--- src/rtl/me_scheduler_if.sv ---
// rtl/me_scheduler_if.sv - pixel memory bus between the motion-estimator scheduler and its reference/search memories
interface me_scheduler_if;
  logic [7:0] AddressR;
  logic [9:0] AddressS1;
  logic [9:0] AddressS2;
  logic [7:0] R;
  logic [7:0] S1;
  logic [7:0] S2;

  modport master (output AddressR, AddressS1, AddressS2, input R, S1, S2);
  modport slave  (input AddressR, AddressS1, AddressS2, output R, S1, S2);
endinterface

--- src/rtl/me_scheduler.sv ---
// rtl/me_scheduler.sv - full-search SAD scheduler, 16x16 block in 32x32 window, two lanes per pass
// Optional feature: define ME_EARLY_TERM_EN to abandon a pass once neither lane can beat the best SAD.
module me_scheduler #(
  parameter int ACC_W  = 16,
  parameter int DIST_W = 8
) (
  input  logic              clk,
  input  logic              rst_n,
  input  logic              start,
  me_scheduler_if.master    mem,
  output logic [3:0]        motionX,
  output logic [3:0]        motionY,
  output logic [DIST_W-1:0] bestDistance,
  output logic              completed,
  output logic              busy
);

  typedef enum logic [2:0] {IDLE, RUN, DRAIN, UPDATE, DONE} state_t;

  state_t             state_q, state_d;
  logic [2:0]         x_q, x_d;
  logic [3:0]         y_q, y_d, pr_q, pr_d, pc_q, pc_d;
  logic [ACC_W-1:0]   acc1_q, acc1_d, acc2_q, acc2_d, best_q, best_d;
  logic [3:0]         bx_q, bx_d, by_q, by_d;
  logic               issued_q;
  logic [7:0]         ar_q, ar_d;
  logic [9:0]         as1_q, as1_d, as2_q, as2_d;
  logic [3:0]         mx_q, mx_d, my_q, my_d;
  logic [DIST_W-1:0]  dist_q, dist_d;
  logic               done_q, done_d;

  function automatic logic [9:0] s_addr(input logic [3:0] yy, input logic [3:0] rr,
                                        input logic [4:0] xx, input logic [3:0] cc);
    logic [4:0] row;
    logic [4:0] col;
    row = {1'b0, yy} + {1'b0, rr};
    col = xx + {1'b0, cc};
    return {row, col};
  endfunction

  logic [7:0]        ad1, ad2;
  logic [ACC_W-1:0]  sum1, sum2;
  assign ad1  = (mem.R > mem.S1) ? (mem.R - mem.S1) : (mem.S1 - mem.R);
  assign ad2  = (mem.R > mem.S2) ? (mem.R - mem.S2) : (mem.S2 - mem.R);
  assign sum1 = acc1_q + {{(ACC_W-8){1'b0}}, ad1};
  assign sum2 = acc2_q + {{(ACC_W-8){1'b0}}, ad2};

  // Lane 1 is offered to the best first so that it wins ties inside a pass.
  logic              win1, win2;
  logic [ACC_W-1:0]  best1, best_new;
  logic [3:0]        bx_new, by_new;
  logic [DIST_W-1:0] sat_new;
  assign win1     = acc1_q < best_q;
  assign best1    = win1 ? acc1_q : best_q;
  assign win2     = acc2_q < best1;
  assign best_new = win2 ? acc2_q : best1;
  assign bx_new   = win2 ? {1'b1, x_q} : (win1 ? {1'b0, x_q} : bx_q);
  assign by_new   = (win1 || win2) ? y_q : by_q;
  assign sat_new  = (|best_new[ACC_W-1:DIST_W]) ? {DIST_W{1'b1}} : best_new[DIST_W-1:0];

  logic       last_x;
  logic [2:0] x_nx;
  logic [3:0] y_nx;
  assign last_x = (x_q == 3'd7);
  assign x_nx   = x_q + 3'd1;
  assign y_nx   = last_x ? (y_q + 4'd1) : y_q;

  logic prune;
`ifdef ME_EARLY_TERM_EN
  assign prune = (acc1_q >= best_q) && (acc2_q >= best_q);
`else
  assign prune = 1'b0;
`endif

  always_comb begin
    state_d = state_q;
    x_d = x_q;   y_d = y_q;   pr_d = pr_q;   pc_d = pc_q;
    acc1_d = acc1_q;   acc2_d = acc2_q;   best_d = best_q;
    bx_d = bx_q;   by_d = by_q;
    ar_d = ar_q;   as1_d = as1_q;   as2_d = as2_q;
    mx_d = mx_q;   my_d = my_q;   dist_d = dist_q;   done_d = done_q;
    // Data for the address presented last cycle arrives now.
    if (issued_q) begin
      acc1_d = sum1;
      acc2_d = sum2;
    end
    case (state_q)
      IDLE, DONE: begin
        if (start) begin
          state_d = RUN;
          x_d = 3'd0;   y_d = 4'd0;   pr_d = 4'd0;   pc_d = 4'd0;
          acc1_d = '0;  acc2_d = '0;  best_d = '1;
          bx_d = 4'd0;  by_d = 4'd0;
          mx_d = 4'd0;  my_d = 4'd0;  dist_d = '0;  done_d = 1'b0;
          ar_d = 8'd0;  as1_d = 10'd0; as2_d = 10'd8;
        end
      end
      RUN: begin
        if (prune || (pr_q == 4'd15 && pc_q == 4'd15)) begin
          state_d = DRAIN;
        end else begin
          pc_d = pc_q + 4'd1;
          if (pc_q == 4'd15) pr_d = pr_q + 4'd1;
          ar_d  = {pr_d, pc_d};
          as1_d = s_addr(y_q, pr_d, {2'b00, x_q}, pc_d);
          as2_d = s_addr(y_q, pr_d, {2'b01, x_q}, pc_d);
        end
      end
      DRAIN: state_d = UPDATE;
      UPDATE: begin
        acc1_d = '0;  acc2_d = '0;  pr_d = 4'd0;  pc_d = 4'd0;
        best_d = best_new;  bx_d = bx_new;  by_d = by_new;
        if (last_x && y_q == 4'd15) begin
          state_d = DONE;
          done_d  = 1'b1;
          mx_d = bx_new;  my_d = by_new;  dist_d = sat_new;
        end else begin
          state_d = RUN;
          x_d = x_nx;  y_d = y_nx;
          ar_d  = 8'd0;
          as1_d = s_addr(y_nx, 4'd0, {2'b00, x_nx}, 4'd0);
          as2_d = s_addr(y_nx, 4'd0, {2'b01, x_nx}, 4'd0);
        end
      end
      default: state_d = IDLE;
    endcase
  end

  always_ff @(posedge clk or negedge rst_n) begin
    if (!rst_n) begin
      state_q <= IDLE;
      x_q <= 3'd0;  y_q <= 4'd0;  pr_q <= 4'd0;  pc_q <= 4'd0;
      acc1_q <= '0;  acc2_q <= '0;  best_q <= '1;
      bx_q <= 4'd0;  by_q <= 4'd0;  issued_q <= 1'b0;
      ar_q <= 8'd0;  as1_q <= 10'd0;  as2_q <= 10'd0;
      mx_q <= 4'd0;  my_q <= 4'd0;  dist_q <= '0;  done_q <= 1'b0;
    end else begin
      state_q <= state_d;
      x_q <= x_d;  y_q <= y_d;  pr_q <= pr_d;  pc_q <= pc_d;
      acc1_q <= acc1_d;  acc2_q <= acc2_d;  best_q <= best_d;
      bx_q <= bx_d;  by_q <= by_d;  issued_q <= (state_q == RUN);
      ar_q <= ar_d;  as1_q <= as1_d;  as2_q <= as2_d;
      mx_q <= mx_d;  my_q <= my_d;  dist_q <= dist_d;  done_q <= done_d;
    end
  end

  assign mem.AddressR  = ar_q;
  assign mem.AddressS1 = as1_q;
  assign mem.AddressS2 = as2_q;
  assign motionX       = mx_q;
  assign motionY       = my_q;
  assign bestDistance  = dist_q;
  assign completed     = done_q;
  assign busy          = (state_q == RUN) || (state_q == DRAIN) || (state_q == UPDATE);

endmodule

--- src/flat_wrapper.sv ---
// flat-port wrapper written by rule: the top's interface ports become plain ports
module me_scheduler_flat 
#(
  parameter int ACC_W  = 16,
  parameter int DIST_W = 8
)
  (clk, rst_n, start, motionX, motionY, bestDistance, completed, busy, mem_AddressR, mem_AddressS1, mem_AddressS2, mem_R, mem_S1, mem_S2);
  me_scheduler_if mem_i ();
  input  logic clk;
  input  logic rst_n;
  input  logic start;
  output logic [3:0] motionX;
  output logic [3:0] motionY;
  output logic [DIST_W-1:0] bestDistance;
  output logic completed;
  output logic busy;
  output wire logic [$bits(mem_i.AddressR)-1:0] mem_AddressR;
  output wire logic [$bits(mem_i.AddressS1)-1:0] mem_AddressS1;
  output wire logic [$bits(mem_i.AddressS2)-1:0] mem_AddressS2;
  input wire logic [$bits(mem_i.R)-1:0] mem_R;
  input wire logic [$bits(mem_i.S1)-1:0] mem_S1;
  input wire logic [$bits(mem_i.S2)-1:0] mem_S2;
  assign mem_AddressR = mem_i.AddressR;
  assign mem_AddressS1 = mem_i.AddressS1;
  assign mem_AddressS2 = mem_i.AddressS2;
  assign mem_i.R = mem_R;
  assign mem_i.S1 = mem_S1;
  assign mem_i.S2 = mem_S2;
  me_scheduler #(.ACC_W(ACC_W), .DIST_W(DIST_W)) u_core (.clk(clk), .rst_n(rst_n), .start(start), .mem(mem_i), .motionX(motionX), .motionY(motionY), .bestDistance(bestDistance), .completed(completed), .busy(busy));
endmodule
--- config.mk ---
export PLATFORM = sky130hd
export DESIGN_NAME = me_scheduler_flat
export DESIGN_NICKNAME = d
export VERILOG_FILES = /design/src/rtl/me_scheduler_if.sv /design/src/rtl/me_scheduler.sv /design/src/flat_wrapper.sv
export SDC_FILE = /design/constraint.sdc
export NUM_CORES = 1
export LEC_CHECK = 0
export CAP_MARGIN = 15
export CORE_MARGIN = 8
export CORE_UTILIZATION = 59
export CTS_CLUSTER_SIZE = 30
export DETAILED_ROUTE_END_ITERATION = 7
export PLACE_DENSITY = 0.81
export SETUP_SLACK_MARGIN = 0.05
export SLEW_MARGIN = 40
export SYNTH_ARGS = -nofsm -noshare
export SYNTH_HDL_FRONTEND = slang
export SYNTH_SLANG_ARGS = --single-unit
--- constraint.sdc ---
create_clock -name clk -period 4.8 [get_ports clk]
set_input_delay 0.48 -clock clk [delete_from_list [all_inputs] [get_ports clk]]
set_output_delay 0.48 -clock clk [all_outputs]
set_load 0.02 [all_outputs]
==> impl_metrics.ini, run 1 <==
[synth]
synthSimpleGateAreaFrac_pct = 14.5
netlist_instances = 906
synth.top_cells.by_area = dfrtp_1 29%, ha_1 13%, dfstp_2 5.1%
synth_top_area_share_pct = 29.3
ys_seq_area_share_pct = 34.4
ys.flop_type = dfrtp_1
netlist_area_mm2 = 0.00821
syn_avg_cell_area_um2 = 9.06
synth_top_family_by_area = compound AO/OA/AOI/OAI gates
yosys.area.top_type = dfrtp_1
syn-num-nets = 1029
synth.area.mux_share_pct = 7.41
ys_ff_latch = 112
synth-edff-count = 0
ys_types = 68
synthArstFlopShare_pct = 100
synthXorXnorAreaFrac_pct = 4.06
ys_warn_count = 0
synth-compound-area-share_pct = 17.7
synth-adder-area-share_pct = 15.4

[clock_network]
cts_buffer_depth = 2
cts_buffers = 9
ctsHoldBuffers = 0
post_cts_buffers = 0
clk_latency_ns = 0.35
cts.repair.resized = 0
clockRootBuffer = clkbuf_16
path_clk_slew_ns = 0.07
htree_levels = 3
clock-sinks = 112
cts_tree = built

[timing]
worst_slew_margin_rel_pct = 46.8
fin_tns_setup_ns = 0
fin_worst_skew_ns = 0.00716
finalCritPeriodShare_pct = 92.4
worst_pin_slew_ns = 0.798
period_needed_ns = 4.43
rsz0062_at_grt = no
maxSlewViolCount = 0
fmax_ghz = 0.225
final-hold-violation-count = 0
finalSetupViolations = 0

[worst_setup_path]
critPathArrivalTime_ns = 4.70
worstPathMaxFanout = 12
crit_path_start_kind = flop
critPathKind = reg -> reg
crit_required_ns = 5.06
cp-end-kind = flop

[cells_and_area]
n_antenna_cell = 0
layout.nets = 1089
final_util_pct = 68.1
area_delta_synth_final_pct = 13.9
drive_above_1_share_pct = 8.03

[placement]
place.detailed.hpwl_um = 14800
routabilityCongestion = 0.871
io_buffer_count = 72

[power]
p_per_area_mw_per_mm2 = 478
total_power_mw = 4.47
pwr-share-seq_pct = 31.0
p_sw_share_pct = 42.1
p_switching_mw = 1.88
ir_drop_uv = 320
power.internal_mw = 2.59
p_clk_share_pct = 16.1
pwr-share-comb_pct = 53.0
leakagePower_nw = 4.69

[die]
rows = 43
die_h_um = 134
start_util_pct = 59.8
dieArea_mm2 = 0.0179
pin_count = 73
core_area_mm2 = 0.0137
fp.dieW_um = 134

[global_routing]
grt_pass1_wl_um = 32200
grt_max_degree = 72
antenna_found_initial = 0
grt_busiest_layer = met2
use_met1_pct = 27.5
met2_usage_pct = 37.2
grt_pass1_vias = 6654
grt_usage_pct = 21.8
use_met3_pct = 2.73
overflow = 0

[drt]
wl_per_cell_um = 16.4
remaining_drc_errors = 0
first_iter_violations = 434
first_pass_iters = 5
num_vias = 6702
wirelength_um = 18900
avgViaCountPerCell = 5.82
antenna_left = 0

[flow_run]
maxCapViolCount = 0

[worst_hold_path]
hp-class = in -> async

[status]
status = finished clean
per-stage QoR:
step	cell area (µm²)	setup slack [ns]	cells	hold WS (ns)
final	9350	0.365	1151	0.111
after global routing	9350	0.103	1151	0.162
after CTS	9340	0.323	1151	0.139
after detailed placement	9060	0.154	1135	0.462
after global placement	9050	0.314	1135	0.460
after floorplan	8210	0.747	906	0.184
critical path: stages, from the launching register on:
cell	delay, ns
dfstp_2	0.54
inv_1	0.06
ha_1	0.31
a21o_1	0.16
a21o_1	0.18
a311oi_1	0.20
nor2_1	0.15
nand2_2	0.22
buf_6	0.21
mux2i_1	0.27
ha_1	0.29
a21o_1	0.17
nand3_1	0.08
a21oi_1	0.07
a211o_1	0.31
a21o_1	0.20
a41oi_4	0.18
buf_4	0.24
mux2_2	0.36
a22oi_1	0.15
per-layer routing:
| layer | up-vias | routed length [µm] |
|---|---|---|
| li1 | 3296 | - |
| met1 | 3187 | 8350 |
| met2 | 183 | 9150 |
| met3 | 36 | 827 |
| met4 | 0 | 533 |
| met5 | - | 0 |
final timing paths:
kind | cells past startpoint | end | from | slack [ns]
max | 19 | u_core.best_q[10] | u_core.best_q[13] | 0.37
min | 1 | u_core.acc2_q[14] | rst_n | 0.11
max reg2reg | 19 | u_core.best_q[10] | u_core.best_q[13] | 0.37
min reg2reg | 2 | u_core.mem.AddressR[3] | u_core.mem.AddressR[3] | 0.47
max in group asynchronous | 2 | u_core.best_q[1] | rst_n | 3.67
min in group clk | 2 | u_core.mem.AddressR[3] | u_core.mem.AddressR[3] | 0.47
kinds of logic (layout without fill, tap and decap cells):
logic type / count (synthesis) / in the layout
simple gates: 256 / 256
compound gates: 218 / 218
buf+inv: 128 / 193
flops: 112 / 112
fa+ha+maj: 96 / 96
mux: 58 / 58
xor+xnor: 38 / 38
power by group through the flow:
stage          logic (mW)  clock network (mW)  registers [mW]
3_5_place_dp         2.35                   0            1.39
6_report             2.37               0.719            1.38
5_1_grt              2.66               0.775            1.41
2_1_floorplan        1.79                   0            1.37
4_1_cts              2.37               0.730            1.38
3_3_place_gp         2.28                   0            1.38
final cells by class:
cell class,instances,area [µm²]
Multi-Input combinational cell,666,4840
Timing Repair Buffer,86,831
Tap cell,180,225
Fill cell,1106,4370
Inverter,91,342
Clock buffer,16,282
Sequential cell,112,2820
synthesized netlist by cell type (2+ instances only):
master     number
dfstp_2        16
nand4_1        15
o31ai_1         9
nand3b_1        2
nor3_1         15
o21bai_1        3
fa_1            8
buf_4          11
o2111ai_1       2
mux2_2         22
clkbuf_1       21
o21ai_0        52
nand2b_1        4
mux2i_1        36
nor2_1         67
a22oi_1         8
dfrtp_1        96
nand3_1        13
nand2_1        92
a21o_1         24
inv_1          90
xnor2_1        21
nor3b_1         8
o21ai_1         5
ha_1           88
nor2b_1        12
o21a_1         11
a211o_1         2
a221oi_1        6
xor2_1         17
nor4_1          6
a21oi_1        60
a22o_1         11
and3_1          7
buf_2           2
a211oi_1        6
or3_1           7
state kept, by name, indices dropped and copies added, names as in the netlist, 8 cells and up:
| signal | cells |
|---|---|
| u_core.acc1_q | 16 |
| u_core.acc2_q | 16 |
| u_core.best_q | 16 |
| u_core.mem.AddressS2 | 10 |
| u_core.bestDistance | 8 |
| u_core.mem.AddressR | 8 |
cell usage in the layout (no fill, tap or decap), types with 4 or more instances in the layout:
master           netlist  layout
nor2_1                67      66
nand3_1               13      13
buf_4                 11      13
nor3_1                15      15
a21o_1                24      24
clkbuf_1              21       4
o21ai_0               52      52
dfstp_2               16      16
clkbuf_16              0       9
nor4_1                 6       6
nor3b_1                8       8
fa_1                   8       8
a22o_1                11      11
o21a_1                11      11
ha_1                  88      88
nand2_1               92      92
nor2b_1               12      12
o31ai_1                9       9
mux2_2                22      22
a22oi_1                8       8
xnor2_1               21      21
a21oi_1               60      60
nand4_1               15      15
a211oi_1               6       6
mux2i_1               36      36
and3_1                 7       7
nand2b_1               4       4
inv_1                 90      90
o21ai_1                5       5
a221oi_1               6       6
or3_1                  7       7
xor2_1                17      17
dfrtp_1               96      96
clkdlybuf4s50_1        0      71
Power figures use the tool's default switching activity.
==> inputs of run 2 (changes only) <==
Settings changed: CORE_MARGIN 8 to not set, CORE_UTILIZATION 59 to 45, PLACE_DENSITY 0.81 to not set.
==> run 2 against run 1 <==
Against the previous run:
- setup slack got worse by 0.074 ns
- register-to-register slack got worse by 0.07 ns
- non-clock buffer count increased by 3
- sequential share of layout area decreased by 0.56 points
- critical path depth decreased by 1
- global-route usage increased by 0.22 points
- sequential power about the same
- combinational power increased by 8%
- via count decreased by 2.2%
- flip-flop and latch count unchanged
- critical path type unchanged
==> impl_metrics.ini, run 2 (same netlist as run 1, synthesis figures left out) <==
[placement]
io_buffer_count = 72
routabilityCongestion = 0.878
place.detailed.hpwl_um = 14900
post_dp_cell_area_mm2 = 0.00915

[drt]
avgViaCountPerCell = 5.45
remaining_drc_errors = 0
wl_per_cell_um = 16.1
first_iter_violations = 239
antenna_left = 0
first_pass_iters = 4
wirelength_um = 19300
num_vias = 6555

[worst_hold_path]
hp-class = in -> async

[timing]
maxSlewViolCount = 0
fin_tns_setup_ns = 0
worst_pin_slew_ns = 0.668
worst_slew_margin_rel_pct = 55.5
fmax_ghz = 0.222
finalSetupViolations = 0
fin_worst_skew_ns = 0.0142
period_needed_ns = 4.51
final-hold-violation-count = 0
rsz0062_at_grt = no
finalCritPeriodShare_pct = 93.9

[flow_run]
maxCapViolCount = 0

[cells_and_area]
drive_above_1_share_pct = 9.24
layout.nets = 1092
mostFrequentLayoutCell = dfrtp_1
area_delta_synth_final_pct = 16.0
stdcell_area_mm2 = 0.00952
top_regs = u_core.acc1_q (16), u_core.acc2_q (16), u_core.best_q (16)
n_antenna_cell = 0
final_cell_mix = 96 x dfrtp_1, 92 x nand2_1, 90 x inv_1

[power]
pwr-share-comb_pct = 53.7
ir_drop_uv = 394
p_sw_share_pct = 41.9
p_clk_share_pct = 17.1
power.internal_mw = 2.76
leakagePower_nw = 4.75
p_switching_mw = 1.98
p_per_area_mw_per_mm2 = 498
pwr-share-seq_pct = 29.1

[die]
fp.dieW_um = 137
rows = 49
die_h_um = 137
dieArea_mm2 = 0.0188
core_area_mm2 = 0.0179
pin_count = 73
start_util_pct = 45.8

[global_routing]
grt_max_degree = 73
antenna_found_initial = 0
grt_usage_pct = 22.0
grt_pass1_vias = 6451
grt_pass1_wl_um = 32300
overflow = 0

[clock_network]
clk_latency_ns = 0.37
cts_buffer_depth = 2
ctsHoldBuffers = 0
clockRootBuffer = clkbuf_16
cts_tree = built
htree_levels = 3
clock-sinks = 112
cts_buffers = 9
path_clk_slew_ns = 0.08

[worst_setup_path]
rr_endpoint = u_core.best_q[10]
worstPathMaxFanout = 11
r2r_cells = 18
critPathKind = reg -> reg
r2r_slack_ns = 0.29
critPathArrivalTime_ns = 4.79
cp-end-kind = flop
crit_path_start_kind = flop
crit_required_ns = 5.08
r2r_start = u_core.best_q[13]

[status]
status = finished clean
## run 2: power by group through the flow
stage               registers (mW)  clock network [mW]  logic, mW
detailed placement            1.40                   0       2.44
global route                  1.41               0.877       2.85
global placement              1.40                   0       2.41
floorplan                     1.37                   0       1.79
CTS                           1.38               0.844       2.46
finish                        1.38               0.812       2.55
## run 2: area by class of cell
type,instances,area (µm²)
Clock inverter,7,92.6
Sequential cell,112,2820
Inverter,91,342
Clock buffer,9,225
Multi-Input combinational cell,666,4880
Tap cell,229,287
Timing Repair Buffer,89,875
Fill cell,1713,8380
## run 2: stage by stage
| stage | cells | power, mW | setup WS (ns) | utilization [%] | hold slack, ns |
|---|---|---|---|---|---|
| finish | 1203 | 4.74 | 0.292 | 53.2 | 0.134 |
| global route | 1203 | 5.14 | 0.0837 | 53.2 | 0.188 |
| CTS | 1201 | 4.68 | 0.0903 | 52.9 | 0.158 |
| detailed placement | 1185 | 3.84 | 0.0925 | 51.1 | 0.466 |
| global placement | 1185 | 3.81 | 0.148 | 51.0 | 0.462 |
| floorplan | 906 | 3.15 | 0.747 | - | 0.184 |
## run 2: worst max-delay path: stages, from the launching register on
cell and delay, ns:
dfstp_2 0.55, inv_1 0.06, ha_1 0.30, a21o_1 0.16, a21o_1 0.18, nor3_1 0.28, o21ai_2 0.18, nand2_4 0.17
buf_4 0.24, mux2i_1 0.30, ha_1 0.29, nand4_1 0.21, a21oi_1 0.11, a211o_1 0.31, a21o_1 0.20, a41oi_4 0.22
buf_12 0.16, mux2_2 0.34, a22oi_1 0.16
## run 2: timing repair
item	4_1_cts	5_1_grt
endpoints found under the setup margin	0	33
resized for setup	0	6
hold endpoints to repair	0	0
buffers inserted	0	2
## run 2: routing by layer
metal	global-route usage (%)	up-vias	share of wire, %
met5	0	-	0
met3	2.56	26	2.6
li1	-	3298	-
met1	29.2	3114	48
met4	7.14	0	2.0
met2	37.1	117	48
## run 2: worst max path at each step
stage | cells past startpoint | start | to
after detailed placement | 20 | mem_R[0] | u_core.acc2_q[15]
after floorplan | 20 | u_core.best_q[13] | u_core.bx_q[0]
after global placement | 19 | u_core.best_q[13] | u_core.bestDistance[0]
after CTS | 18 | u_core.best_q[13] | u_core.best_q[10]
after global routing | 19 | u_core.best_q[13] | u_core.bestDistance[0]
final | 18 | u_core.best_q[13] | u_core.best_q[10]
